File: src/rtl/serial_pkg.sv
// Shared serial-link definitions: FSM encoding, default word width,
// and a counter-width helper used by the serializer and detectors.
package serial_pkg;

    localparam int SERIAL_WIDTH = 8;

    localparam logic [0:0] ST_IDLE  = 1'b0;
    localparam logic [0:0] ST_SHIFT = 1'b1;

    // Width of a counter running 0..n-1, never narrower than one bit.
    function automatic int cnt_bits(input int n);
        return (n > 1) ? $clog2(n) : 1;
    endfunction

endpackage

File: src/rtl/bit_period_counter.sv
// Counts clock cycles within one serial bit period; wrap marks
// the final cycle of the period while enabled.
module bit_period_counter
    import serial_pkg::*;
#(
    parameter int DIV = 1,
    parameter int CW  = cnt_bits(DIV)
) (
    input  logic          clk,
    input  logic          reset,
    input  logic          clear,
    input  logic          enable,
    output logic [CW-1:0] count,
    output logic          wrap
);

    logic [CW-1:0] count_q;
    logic [CW-1:0] count_d;

    assign wrap  = enable && (count_q == CW'(DIV - 1));
    assign count = count_q;

    always_comb begin
        count_d = count_q;
        if (clear) begin
            count_d = '0;
        end else if (wrap) begin
            count_d = '0;
        end else if (enable) begin
            count_d = count_q + 1'b1;
        end
    end

    always_ff @(posedge clk) begin
        if (reset) begin
            count_q <= '0;
        end else begin
            count_q <= count_d;
        end
    end

endmodule

File: src/rtl/piso_serializer.sv
// Parallel-in serial-out shifter with valid/ready load, per-bit clock
// division and seamless back-to-back words.
module piso_serializer
    import serial_pkg::*;
#(
    parameter int WIDTH     = SERIAL_WIDTH,
    parameter int DIV       = 1,
    parameter bit MSB_FIRST = 1'b1
) (
    input  logic             clk,
    input  logic             reset,
    input  logic [WIDTH-1:0] load_data,
    input  logic             load_valid,
    output logic             load_ready,
    output logic             sout,
    output logic             sout_valid,
    output logic             busy,
    output logic             done
);

    localparam int BW = cnt_bits(WIDTH);
    localparam int DW = cnt_bits(DIV);

    logic [0:0]       state_q, state_d;
    logic [WIDTH-1:0] shift_q, shift_d, shift_nx;
    logic [BW-1:0]    bit_cnt_q, bit_cnt_d;
    logic             sv_q, sv_d;
    logic             done_q, done_d;
    logic [DW-1:0]    div_cnt;
    logic             div_wrap;
    logic             in_shift;
    logic             last_bit;
    logic             word_end;
    logic             load;

    assign in_shift   = (state_q == ST_SHIFT);
    assign last_bit   = (bit_cnt_q == BW'(WIDTH - 1));
    assign word_end   = in_shift && last_bit && (div_cnt == DW'(DIV - 1));
    assign load_ready = !reset && (!in_shift || word_end);
    assign load       = load_valid && load_ready;

    assign shift_nx = MSB_FIRST ? {shift_q[WIDTH-2:0], 1'b0}
                                : {1'b0, shift_q[WIDTH-1:1]};

    bit_period_counter #(
        .DIV (DIV),
        .CW  (DW)
    ) u_div (
        .clk    (clk),
        .reset  (reset),
        .clear  (load),
        .enable (in_shift),
        .count  (div_cnt),
        .wrap   (div_wrap)
    );

    always_comb begin
        state_d   = state_q;
        shift_d   = shift_q;
        bit_cnt_d = bit_cnt_q;
        sv_d      = 1'b0;
        done_d    = word_end;
        if (load) begin
            state_d   = ST_SHIFT;
            shift_d   = load_data;
            bit_cnt_d = '0;
            sv_d      = 1'b1;
        end else if (word_end) begin
            state_d   = ST_IDLE;
            shift_d   = '0;
            bit_cnt_d = '0;
        end else if (div_wrap) begin
            shift_d   = shift_nx;
            bit_cnt_d = bit_cnt_q + 1'b1;
            sv_d      = 1'b1;
        end
    end

    always_ff @(posedge clk) begin
        if (reset) begin
            state_q   <= ST_IDLE;
            shift_q   <= '0;
            bit_cnt_q <= '0;
            sv_q      <= 1'b0;
            done_q    <= 1'b0;
        end else begin
            state_q   <= state_d;
            shift_q   <= shift_d;
            bit_cnt_q <= bit_cnt_d;
            sv_q      <= sv_d;
            done_q    <= done_d;
        end
    end

    // The current bit always sits at the output end of the shift register.
    assign sout       = MSB_FIRST ? shift_q[WIDTH-1] : shift_q[0];
    assign sout_valid = sv_q;
    assign busy       = in_shift;
    assign done       = done_q;

endmodule

File: config.mk
export PLATFORM = sky130hd
export DESIGN_NAME = piso_serializer
export DESIGN_NICKNAME = d
export VERILOG_FILES = /design/src/rtl/serial_pkg.sv /design/src/rtl/bit_period_counter.sv /design/src/rtl/piso_serializer.sv
export SDC_FILE = /design/constraint.sdc
export NUM_CORES = 1
export LEC_CHECK = 0
export ABC_AREA = 1
export CAP_MARGIN = 10
export CORE_UTILIZATION = 40
export CTS_CLUSTER_DIAMETER = 40
export DETAILED_ROUTE_END_ITERATION = 16
export DONT_BUFFER_PORTS = 1
export HOLD_SLACK_MARGIN = 0.02
export SLEW_MARGIN = 20
export SYNTH_ARGS = -nofsm -noshare
export SYNTH_HDL_FRONTEND = slang
export SYNTH_HIERARCHICAL = 1
export SYNTH_SLANG_ARGS = --single-unit
File: constraint.sdc
create_clock -name clk -period 4.15 [get_ports clk]
set_clock_uncertainty 0.2 [all_clocks]
set_input_delay 0.83 -clock clk [delete_from_list [all_inputs] [get_ports clk]]
set_output_delay 0.83 -clock clk [all_outputs]
set_load 0.1 [all_outputs]
==> run metrics <==
hold depth 2; Die Area 0.00205 mm²; grt met3 use 0.0360; RSZ-0062 raised after global routing false; Die Ht 45.3 µm; Setup Buffers After CTS 0; TritonCTS clock tree built; WS Path Type flop to primary output; CTS Buf Count 3; fin area 810 µm²; Max clock buf depth 2; Synth warnings 6; initial core utilization 0.429; area of the core 0.00175 mm²; global-route wire length before repair 2350 µm; most frequent cells in the layout 33 x nand2_1, 15 x nor2_1, 15 x dfxtp_1; HP Class flop to flop; Antenna diodes 0; Port Buffers 0; layout cells sized above 1 0.106; dpl hpwl 1070 µm; WHS 0.261 ns; worst skew pair latency 0.28 ns; Root Buffer clkbuf_4; PostCTS Resize Cnt 0; post-synthesis average cell area 6.88 µm²; post-layout util 0.464; cells after synthesis 109; stages on the worst setup path 7; pin count of the biggest net entering global routing 13; GRT Overall Usage 0.160; register bit total from synthesis 15; Worst path max stage delay 0.36 ns; pwr dens 369 mW/mm²; vias in the first global route 536; initial antenna violation count 0; post-DR wirelength/cell 10.5 µm; Synth cell types 19; Req. time, crit path 3.12 ns; DR vias 636; fin crit share 0.664; Syn Nets 122; final setup vio count 0; most common cell after layout, fill and taps aside nand2_1; Worst-path clk slew 0.09 ns; Hold-fix buffers, CTS 0; number of H-tree levels 1; GP Congestion 0.732; post-detailed-route count of antenna-violating nets 0; Data arrival, critical path 1.72 ns; ranking of synthesized cells by area dfxtp_1 40%, nand2_1 17%, nor2_1 8.0%, inv_1 7.0%, a21oi_1 6.0%; actual slew at the worst max-slew pin 0.955 ns; final wirelength 1450 µm; top-area cell type share of the netlist area 0.401; GRT Residual Overflow 0; Max-slew headroom 0.362; synthesized area 749 µm²; die width 45.3 µm; R2R cell count 9; final-report max-slew violation count 0; Bufs and invs on worst path 3; Placed Area 783 µm²; Top Usage Layer GRT met2; first drt pass iteration count 4; CP Launch Type flop; DR iter-0 viols 8; area leader, netlist dfxtp_1; CP top delay family buffers and inverters; peak supply drop 187 µV; total I/O pin count 16; met2 usage 0.229; crit path capture type primary output; number of clock sinks 15; Max Fclk 363 MHz; sequential area share after synthesis 0.401; status completed; Hold Violations, Final 0; Pwr Total 0.299 mW; highest net fanout along the worst path 9; setup_tns 0 ns; met1 Resource Use GR 0.225; P_leak 0.349 nW; crit-path cells ha_1 -> ha_1 -> inv_1 -> o21ai_4 -> inv_1 -> nor2_2 -> buf_4; Layout area overhead 8.01%; FP Rows 15; slowest CP cell dfxtp_1; number of max-cap violations 0; via density per instance 4.61; fin crit period 2.75 ns; DRC 0; fin nets 127
==> routing by layer <==
metal,vias to the layer above,part of all wire
met5,-,0
met4,0,0.012
met3,2,0.050
met2,15,0.43
met1,270,0.51
li1,349,-
==> logic make-up after synthesis <==
| logic type | count (synthesis) | share of synthesized area |
|---|---|---|
| AND/OR/NAND/NOR | 60 | 0.346 |
| adder cells (fa/ha/maj) | 2 | 0.0334 |
| flip-flops | 15 | 0.401 |
| XOR/XNOR | 1 | 0.0117 |
| buffers and inverters | 18 | 0.100 |
| AO/OA/AOI/OAI | 13 | 0.109 |
==> cells in the mapped netlist (all sizes together) <==
master and instances:
a21oi 9, buf 1, clkbuf 1, dfxtp 15
ha 2, inv 16, nand2 34, nand3 3
nand4 6, nor2 17, o21a 1, o21ai 2
o31ai 1, xnor2 1
==> where the power goes <==
| group | total [mW] | switching, mW | internal [mW] |
|---|---|---|---|
| Sequential | 0.167 | 0.0163 | 0.150 |
| Combinational | 0.0467 | 0.0331 | 0.0136 |
| Clock | 0.0855 | 0.0481 | 0.0373 |
==> cell type report <==
| class | instances | area, µm² |
|---|---|---|
| Inverter | 16 | 60.1 |
| Tap cell | 25 | 31.3 |
| Timing Repair Buffer | 2 | 15.0 |
| Clock buffer | 4 | 26.3 |
| Sequential cell | 15 | 300 |
| Multi-Input combinational cell | 76 | 377 |
| Fill cell | 198 | 936 |
==> final timing paths <==
| check | start | to | slack, ns |
|---|---|---|---|
| worst max-delay path | bit_cnt_q[0]$_SDFFE_PP0P_ | load_ready | 1.40 |
| worst min register to register | shift_q[1]$_SDFFE_PP0P_ | shift_q[1]$_SDFFE_PP0P_ | 0.26 |
| worst max register to register | bit_cnt_q[0]$_SDFFE_PP0P_ | shift_q[5]$_SDFFE_PP0P_ | 2.10 |
| worst min-delay path | shift_q[1]$_SDFFE_PP0P_ | shift_q[1]$_SDFFE_PP0P_ | 0.26 |
==> through the flow <==
| step | cells | setup WS (ns) |
|---|---|---|
| after CTS | 138 | 1.38 |
| after global routing | 138 | 1.28 |
| after floorplan | 109 | 0.828 |
| after global placement | 134 | 1.75 |
| final | 138 | 1.40 |
| after detailed placement | 134 | 1.71 |
==> registers in the layout, summed over array words and instances (netlist names) <==
name / flops
done: 1
busy: 1
u_div/count: 1
bit_cnt_q: 3
shift_q: 8
sout_valid: 1
==> tightest hold or removal path, cell delays in order, from the launching register on <==
cell,delay (ns)
dfxtp_1,0.32
nand2_1,0.06
a21oi_1,0.05
Power figures use the tool's default switching activity.
